==> src/rtl/booth_mult_pkg.sv <==
// Shared definitions for the radix-2 Booth multiplier.
package booth_mult_pkg;

  localparam int unsigned DEFAULT_WIDTH = 32;

  typedef enum logic [1:0] {
    ST_IDLE = 2'd0,
    ST_RUN  = 2'd1,
    ST_DONE = 2'd2
  } state_t;

endpackage

==> src/rtl/booth_mult_step.sv <==
// One radix-2 Booth step: conditional add/sub of M into the upper
// accumulator, followed by an arithmetic shift right of the whole P register.
module booth_mult_step #(
  parameter int unsigned WIDTH = 32
) (
  input  logic [2*WIDTH+1:0] p_in,
  input  logic [WIDTH:0]     m,
  output logic [2*WIDTH+1:0] p_out
);

  logic [WIDTH:0] upper;
  logic [WIDTH:0] acc;

  // Booth recoding on {q0, q-1}, then ASR by one.
  always_comb begin
    upper = p_in[2*WIDTH+1:WIDTH+1];
    case (p_in[1:0])
      2'b01:   acc = upper + m;
      2'b10:   acc = upper - m;
      default: acc = upper;
    endcase
    p_out = {acc[WIDTH], acc, p_in[WIDTH:1]};
  end

endmodule

==> src/rtl/booth_mult.sv <==
// Sequential signed WIDTHxWIDTH multiplier, one Booth step per clock,
// with a start/finished handshake.
module booth_mult
  import booth_mult_pkg::*;
#(
  parameter int unsigned WIDTH = DEFAULT_WIDTH
) (
  input  logic             clk,
  input  logic             reset,
  input  logic             start,
  input  logic [WIDTH-1:0] a,
  input  logic [WIDTH-1:0] b,
  output logic [WIDTH-1:0] hi,
  output logic [WIDTH-1:0] lo,
  output logic             busy,
  output logic             finished
);

  localparam int unsigned CW = $clog2(WIDTH) + 1;

  state_t              state;
  state_t              next_state;
  logic [WIDTH:0]      m;
  logic [2*WIDTH+1:0]  p;
  logic [2*WIDTH+1:0]  p_step;
  logic [CW-1:0]       cnt;
  logic                last_step;

  assign last_step = (cnt == CW'(1));

  booth_mult_step #(.WIDTH(WIDTH)) u_step (
    .p_in  (p),
    .m     (m),
    .p_out (p_step)
  );

  // State register.
  always_ff @(posedge clk) begin
    if (reset) state <= ST_IDLE;
    else       state <= next_state;
  end

  // Next-state and status outputs; start is only honoured in IDLE.
  always_comb begin
    next_state = state;
    busy       = 1'b0;
    finished   = 1'b0;
    case (state)
      ST_IDLE: if (start) next_state = ST_RUN;
      ST_RUN: begin
        busy = 1'b1;
        if (last_step) next_state = ST_DONE;
      end
      ST_DONE: begin
        busy       = 1'b1;
        finished   = 1'b1;
        next_state = ST_IDLE;
      end
      default: next_state = ST_IDLE;
    endcase
  end

  // Operand capture, Booth iteration and result registers.
  // hi/lo are loaded from the final step's output on the edge entering DONE,
  // so the result is visible in the same cycle finished is high.
  always_ff @(posedge clk) begin
    if (reset) begin
      m   <= '0;
      p   <= '0;
      cnt <= '0;
      hi  <= '0;
      lo  <= '0;
    end else begin
      case (state)
        ST_IDLE: begin
          if (start) begin
            m   <= {a[WIDTH-1], a};
            p   <= {{(WIDTH+1){1'b0}}, b, 1'b0};
            cnt <= CW'(WIDTH);
          end
        end
        ST_RUN: begin
          p   <= p_step;
          cnt <= cnt - CW'(1);
          if (last_step) {hi, lo} <= p_step[2*WIDTH:1];
        end
        default: ;
      endcase
    end
  end

endmodule

==> config.mk <==
export PLATFORM = sky130hd
export DESIGN_NAME = booth_mult
export DESIGN_NICKNAME = d
export VERILOG_FILES = /design/src/rtl/booth_mult_pkg.sv /design/src/rtl/booth_mult_step.sv /design/src/rtl/booth_mult.sv
export SDC_FILE = /design/constraint.sdc
export NUM_CORES = 1
export LEC_CHECK = 0
export CORE_ASPECT_RATIO = 0.9
export CORE_UTILIZATION = 50
export DETAILED_ROUTE_END_ITERATION = 7
export HOLD_SLACK_MARGIN = 0.08
export PLACE_DENSITY = 0.83
export SLEW_MARGIN = 20
export SYNTH_ARGS = -nofsm -noshare
export SYNTH_HDL_FRONTEND = slang
export SYNTH_SLANG_ARGS = --single-unit
==> constraint.sdc <==
create_clock -name clk -period 4.3 [get_ports clk]
set_input_delay 0.86 -clock clk [delete_from_list [all_inputs] [get_ports clk]]
set_output_delay 0.86 -clock clk [all_outputs]
set_load 0.02 [all_outputs]
Yosys cells after proc, flatten, opt, wreduce, memory -nomap -nowiden
Index checks and enable logic that the tools add are counted.

storage, ports and cells
  flip-flop bits (word level) = 170
  input bits = 67
  output and inout bits = 66
  word-level logic and storage cells = 33

operators by class
  add/subtract/negate cells = 3
  equality and inequality tests = 7
  mux-type cells = 10
  reductions and logical operators = 7

operators by type and width
  kind                 count
  $pmux 66 s2          1
  $mux 66              1
  $pmux 33 s2          1
  $add 33x33->33       1
  $sub 33x33->33       1
  $pmux 6 s2           1
  $reduce_and 2->1     4
  $eq 6x1->1 const B   1
  $mux 6               1
  $sub 6x1->6 const B  1
  $eq 2x1->1 const B   2
  $eq 2x2->1 const B   2
  $mux 2               2
  $ne 2x2->1 const B   2
  $pmux 2 s2           1
  $logic_not 2->1      1
  $mux 1               2
  $reduce_bool 2->1    1
  $reduce_or 2->1      1

Logic depth before layout (Yosys ltp)
Gate-level depths: netlist (run 1).

  depth in word-level cells = 3
  depth in mapped cells = 17
  gate-level depth less buffers = 16

Hierarchy
Synthesis (run 1) repeated with hierarchy kept, for this count alone.

second synthesis, totals
  cells, all modules = 1230
  area, all modules = 9484.1 sq um

by module, submodules not included
  module           times used  cells each  area an instance (sq um)  sequential area each (sq um)
  booth_mult       1           727         6299.8                    3403.3
  booth_mult_step  1           503         3184.3                    0.0

Worst setup path after synthesis (run 1)
OpenSTA, ideal clock, no wires.

  path kind = register -> register
  start = reg m[11]
  end = reg p[62]
  setup time = 0.122 ns
  data arrival time = 4.076 ns
  data required time = 4.178 ns
  slack = 0.102 ns
  stages on the path, launching flop included = 15
  path buffers = 0
  clock period less this slack = 4.198 ns
  path through = dfxtp_1 or3_1 or3_4 or4_4 nor4_1 nor2_1 xnor2_1 ha_1 and3_1 and3_1 and3_1 o211a_1 or3_1 a31o_2 a311o_1

between the ends
  word-level cells in the longest chain between the ends = 3
  elaborated cells on any way between the ends = 4
  classes of those cells = add/sub: 2; mux: 2

ends and longest elaborated chain
  element                                                  RTL line                                      text
  start, declared                                          booth_mult.sv:23                              logic [WIDTH:0] m;
  start signal, assigned                                   booth_mult.sv:77                              m <= {a[WIDTH-1], a};
  $sub 33x33->33 / $add 33x33->33 (equally long branches)  booth_mult_step.sv:19, booth_mult_step.sv:18
  $pmux 33 s2 *                                            booth_mult_step.sv:17                         case (p_in[1:0])
  $pmux 66 s2 *                                            booth_mult.sv:74                              case (state)
  end signal, assigned                                     booth_mult.sv:78                              p <= {{(WIDTH+1){1'b0}}, b, 1'b0};
  end signal, assigned                                     booth_mult.sv:83                              p <= p_step;
  end, declared                                            booth_mult.sv:24                              logic [2*WIDTH+1:0] p;

Every way passes the cells marked *; elsewhere a longest branch is shown, timed or not.
A chain may end at the register's enable or synchronous reset.

Final worst setup path (run 1)
Ends and elaborated chain as after synthesis.

==> results of run 1 <==
[per-stage QoR]
step,worst slack [ns],hold slack (ns)
after floorplan,0.102,0.445
after global placement,0.137,0.442
after detailed placement,0.0474,0.446
after CTS,0.0296,0.456
after global routing,-0.0626,0.471
final,0.0297,0.454
[sequential cells by signal (all words and copies together), names as in the netlist]
register and flops:
p 65, hi 32, lo 32, m 32, cnt 6, state 2
[cell usage in the layout (no fill, tap or decap), types with 25 or more instances in the layout]
master / count
a211oi_1: 40
a21oi_1: 156
buf_4: 47
clkdlybuf4s50_1: 131
dfxtp_1: 168
ha_1: 35
inv_1: 25
mux2i_1: 40
nand2_1: 193
nor2_1: 118
o21ai_0: 39
xnor2_1: 44
[worst register-to-register path: stages, from the launching register on]
cell	delay (ns)
dfxtp_2	0.33
or3_4	0.38
or3_4	0.41
or4_4	0.54
nor4_4	0.15
buf_4	0.17
a21oi_2	0.06
xnor2_1	0.22
ha_1	0.29
and3_4	0.20
and3_4	0.18
and3_1	0.16
o211a_1	0.14
or3_4	0.39
a31o_2	0.25
a311o_1	0.30
[path summary, 6_finish.rpt]
kind         cells past startpoint      to  slack (ns)   start
max reg2reg                     15   p[62]        0.03   m[11]
min reg2reg                      2  hi[16]        0.45  hi[16]
min                              2  hi[16]        0.45  hi[16]
max                             15   p[62]        0.03   m[11]
[power by group through the flow]
stage,logic [µW],registers (µW),clock network [µW]
final,1330,1740,1500
after global placement,1230,1760,0
after global routing,1450,1750,1590
after floorplan,880,1750,0
after detailed placement,1250,1770,0
after CTS,1260,1730,1510
[kinds of logic after synthesis]
kind of cell / after synthesis / share of synthesized area, %
multiplexers: 44 / 4.80
AO/OA/AOI/OAI: 352 / 23.7
buffers and inverters: 110 / 4.46
XOR/XNOR: 53 / 5.00
AND/OR/NAND/NOR: 425 / 20.1
adder cells (fa/ha/maj): 40 / 5.47
flip-flops: 169 / 36.5
[metal layers]
layer / track usage [%] / vias to the layer above / wire [µm]
met5: 0 / - / 0
met4: 7.60 / 0 / 412
met3: 5.94 / 28 / 2110
met2: 42.5 / 387 / 11900
met1: 37.8 / 4336 / 12100
li1: - / 4447 / -
[final cells by class]
| type | instances | area (µm²) | share of cell area [%] |
|---|---|---|---|
| Clock buffer | 18 | 439 | 3.76 |
| Clock inverter | 14 | 134 | 1.15 |
| Inverter | 25 | 93.8 | 0.804 |
| Multi-Input combinational cell | 914 | 5660 | 48.5 |
| Sequential cell | 169 | 3380 | 29.0 |
| Tap cell | 240 | 300 | 2.57 |
| Timing Repair Buffer | 178 | 1660 | 14.3 |
[timing repair]
action	in CTS	in global routing
buffers inserted	0	6
gates resized for setup	0	33
endpoints found under the setup margin	0	9
hold buffers	0	0
==> impl_results.md, run 1 <==
* Setup TNS at 0 ns
* Non-Filler Instances at 1558
* DRT Pass-1 Iters at 5
* GRT Total Usage at 27.3%
* DP HPWL at 18400 µm
* Fraction of registers with async set/reset at 0%
* CTS tree: built
* Area Growth Syn to Fin at 25.8%
* Most frequent cell after synthesis: nand2_1
* Bufs and invs on worst path at 1
* Nets at 1412
* Seq pwr share at 38.0%
* Finished Cell Area at 0.0117 mm²
* Die width at 146 µm
* Initial Util at 51.9%
* H-tree levels at 4
* Die area at 0.0191 mm²
* CP max-delay cell: or4_4
* Total Power at 4570 µW
* Worst-Skew Late Latency at 0.44 ns
* WP data required at 4.62 ns
* Post-Syn Area at 0.00928 mm²
* Syn nets at 1300
* Final setup fails at 0
* Vias in the first global route at 8363
* Pins over their slew limit at 0
* Worst setup path class: reg2reg
* Post-synth EDFFs at 0
* Share of cells above drive strength 1 at 9.10%
* Max cap viols at 0
* Top cells by area, synth: dfxtp_1, a21oi_1, nand2_1
* Gr ovfl total at 0
* DR WL/cell at 17.0 µm
* Placer congestion estimate at 0.950
* Status: finished, final reports clean
* Final hold viol count at 0
* Placed instance count at 1520
* Max_slew headroom at 41.2%
* Worst-margin pin slew at 0.879 ns
* Cell-internal power at 2980 µW
* Clock Sinks at 169
* Worst clock skew at 0.0124 ns
* Period minus WS final at 4.27 ns
* Post-synthesis cell count at 1193
* Post-synth top cells: nand2_1, dfxtp_1, a21oi_1
* # port buffers at 132
* Vias per Instance at 5.90
* Post-DRT Antenna Nets at 0
* Largest net degree at the start of global routing at 84
* DR iter-0 viols at 894
* Rows at 46
* Sw power at 1600 µW
* Yosys Warn Count at 0
* Antenna cells at 0
* Area share of the largest cell type after synthesis at 36.5%
* Power per Cell Area at 392 mW/mm²
* Post-synthesis cell type with the largest combined area: dfxtp_1
* Top delay family on crit path: simple AND/OR/NAND/NOR gates
* Yosys reg bits at 169
* IO Pins at 133
* Pleak at 0.00437 µW
* Via count at 9198
* Filler Cells Inserted at 1471
* Max IR drop VDD at 0.000228 V
* RSZ-0062 raised after global routing: true
* Comb pwr share at 29.1%
* Post-synthesis sequential area ratio at 36.5%
* Drt drc at 0
* Antenna violations before repair at 0
* First-pass GRT wire length at 42200 µm
* HP Class: reg2reg
* Startpoint types: flop
* Total CTS buffers at 17
* CTS Root Buffer Type: clkbuf_16
* Switching share of power at 34.9%
* Core region area at 0.0179 mm²
* Post-synthesis cell type count at 65
* Worst EP arrival at 4.59 ns
* Synth Flop Type: dfxtp_1
* Tcrit/Tclk final at 99.3%
* CP peak stage delay at 0.54 ns
* Critical path cell sequence: or3_4 -> or3_4 -> or4_4 -> nor4_4 -> buf_4 -> a21oi_2 -> xnor2_1 -> ha_1 -> and3_4 -> and3_4 -> and3_1 -> o211a_1 -> or3_4 -> a31o_2 -> a311o_1
* Clock share of power at 32.8%
* Post-DP Area at 0.0109 mm²
* Die H at 131 µm
* Syn Area/Cell at 7.78 µm²
* Routed wire length at 26500 µm
* Final core utilization at 65.2%
* CP most frequent cell: or3_4
* Clock slew at reported path FFs at 0.07 ns
* Setup crit end kind: flop
* Crit Path Max Fanout at 4
* Fmax achieved at 0.234 GHz
* Clock buffer depth at 2
No activity file was read; power rests on OpenSTA's default activity.
==> run 2, diff against run 1 <==
ABC_AREA = 1   (was unset)
==> impl_results.md, run 2 <==
* HP Class: reg2reg
* Die width at 148 µm
* Vias per Instance at 5.37
* Clock Sinks at 169
* DP HPWL at 19300 µm
* Reg2reg path depth at 21
* Area share of the largest cell type after synthesis at 35.3%
* IO Pins at 133
* Final setup fails at 0
* Setup TNS at 0 ns
* Pleak at 0.00503 µW
* Startpoint types: flop
* Worst R2R Setup Slack at 0.82 ns
* Period minus WS final at 3.48 ns
* Final hold viol count at 0
* Commonest non-fill, non-tap cells in the layout: nand2_1, nor2_1, dfxtp_1
* Max_slew headroom at 32.8%
* Total CTS buffers at 17
* Worst EP arrival at 3.85 ns
* Share of cells above drive strength 1 at 6.20%
* Rows at 47
* Antenna violations before repair at 0
* Yosys Warn Count at 0
* Area occupied by multi-input gates at 0.00546 mm²
* Initial Util at 51.6%
* H-tree levels at 4
* Finished Cell Area at 0.0117 mm²
* Clock slew at reported path FFs at 0.07 ns
* DR WL/cell at 14.9 µm
* Worst clock skew at 0.0148 ns
* Worst setup path class: reg2reg
* Register area at 0.00338 mm²
* WP data required at 4.66 ns
* Gr ovfl total at 0
* Largest Register: p
* Clock buffer depth at 2
* R2r endpoint: p[51]
* Post-synthesis cell type count at 42
* Post-synth top cells: nand2_1, nor2_1, dfxtp_1
* Setup crit end kind: flop
* Post-synth EDFFs at 0
* Area Growth Syn to Fin at 21.6%
* Fmax achieved at 0.287 GHz
* Antenna cells at 0
* Post-synthesis cell count at 1456
* Filler Cells Inserted at 1732
* Crit path from: p[0]
* Syn Area/Cell at 6.59 µm²
* Die H at 133 µm
* GRT Total Usage at 27.7%
* Routed wire length at 26900 µm
* DR iter-0 viols at 889
* Placer congestion estimate at 0.984
* RSZ-0062 raised after global routing: false
* Via count at 9720
* CTS Root Buffer Type: clkbuf_16
* # port buffers at 132
* Status: finished, final reports clean
* Post-DP Area at 0.0110 mm²
* Post-CTS sizing at 0
* Most frequent cell after synthesis: nand2_1
* Max cap viols at 0
* Post-CTS Hold Fix Bufs at 0
* Worst r2r src: p[0]
* Max reg flops at 65
* Power per Cell Area at 380 mW/mm²
* # Post-CTS Setup Buffers at 0
* Drt drc at 0
* Synth Flop Type: dfxtp_1
* Yosys reg bits at 169
* Top cells by area, synth: dfxtp_1, nand2_1, nor2_1
* Crit Path Max Fanout at 16
* Core region area at 0.0186 mm²
* Vias in the first global route at 8794
* Nets at 1658
* Post-synthesis sequential area ratio at 35.3%
* CTS tree: built
* Post-synthesis cell type with the largest combined area: dfxtp_1
* Commonest non-fill, non-tap cell in the layout: nand2_1
* Die area at 0.0197 mm²
* Pins over their slew limit at 0
* Worst-margin pin slew at 1.01 ns
* Post-DRT Antenna Nets at 0
* Largest net degree at the start of global routing at 90
* Post-Syn Area at 0.00959 mm²
* Tcrit/Tclk final at 81.0%
* Worst-Skew Late Latency at 0.45 ns
* Fraction of registers with async set/reset at 0%
* Max IR drop VDD at 0.000221 V
* DRT Pass-1 Iters at 5
* Syn nets at 1563
* First-pass GRT wire length at 43800 µm
* Critical path endpoint: p[51]
## run 2: cell count changes in the layout (fill, tap and decap cells not counted), moves of 28 or more
cell,delta
a21oi_1,-37
nor2_1,+61
nand3_1,+35
o21ai_0,+65
buf_4,-37
mux2i_1,-40
xnor2_1,-28
inv_1,+94
nand2_1,+214
a211oi_1,-40
## run 2: how the worst min path moves through the flow
stage	cells after the start	slack, ns	endpoint	from
6_report	2	0.46	lo[5]	lo[5]
5_1_grt	2	0.48	lo[5]	lo[5]
4_1_cts	2	0.46	lo[5]	lo[5]
3_5_place_dp	2	0.45	lo[19]	lo[19]
3_3_place_gp	2	0.45	lo[23]	lo[23]
2_1_floorplan	2	0.44	p[0]	p[0]
## run 2: layout make-up
cell class	count	share of cell area [%]
tap	245	2.63
timing repair buffer	142	11.9
inverter	130	4.19
clock buffer	17	3.65
sequential	169	29.0
clock inverter	15	1.75
multi-input combinational	1091	46.8
## run 2: power breakdown
| group | internal, µW | switching [µW] | leakage, µW |
|---|---|---|---|
| clock | 848 | 779 | 0.000301 |
| combinational | 378 | 686 | 0.00335 |
| sequential | 1650 | 81.8 | 0.00138 |
## run 2: stage by stage
| stage | util (%) | hold slack, ns | worst slack [ns] | instances | power, µW |
|---|---|---|---|---|---|
| floorplan | - | 0.441 | 1.35 | 1456 | 2500 |
| global placement | 59.3 | 0.449 | 0.927 | 1777 | 2790 |
| detailed placement | 59.3 | 0.453 | 0.916 | 1777 | 2810 |
| CTS | 62.7 | 0.462 | 0.887 | 1809 | 4420 |
| global route | 62.7 | 0.476 | 0.494 | 1809 | 4630 |
| finish | 62.7 | 0.460 | 0.819 | 1809 | 4420 |
## run 2: layer usage
metal	vias up	track usage, %	share of wire, %
met5	-	0	0
met4	0	9.74	2.4
met3	38	4.66	5.7
met2	287	42.3	44
met1	4495	39.3	48
li1	4900	-	-
## run 2: cell families after synthesis
| kind of cell | share of synthesized area, % |
|---|---|
| xor gates and xnor gates | 3.47 |
| and+or+nand+nor | 29.7 |
| DFF | 35.3 |
| adders and majority gates | 5.30 |
| buffers and inverters | 7.85 |
| AOI/OAI and AO/OA | 18.4 |
## run 2: critical path, cell delays in order, from the launching register on
cell and delay (ns):
dfxtp_1 0.34, inv_1 0.05, ha_1 0.21, inv_1 0.39, nand2_1 0.18, o21ai_0 0.13, xor2_1 0.18, inv_1 0.07
ha_1 0.33, a21oi_1 0.31, inv_1 0.08, nor2_1 0.11, nand2_1 0.15, nand2_1 0.10, nand2_1 0.11, nand2_1 0.12
nand2_1 0.05, nand2_1 0.06, nand3_1 0.11, nand2_1 0.17, nand2_1 0.06, a21oi_1 0.12
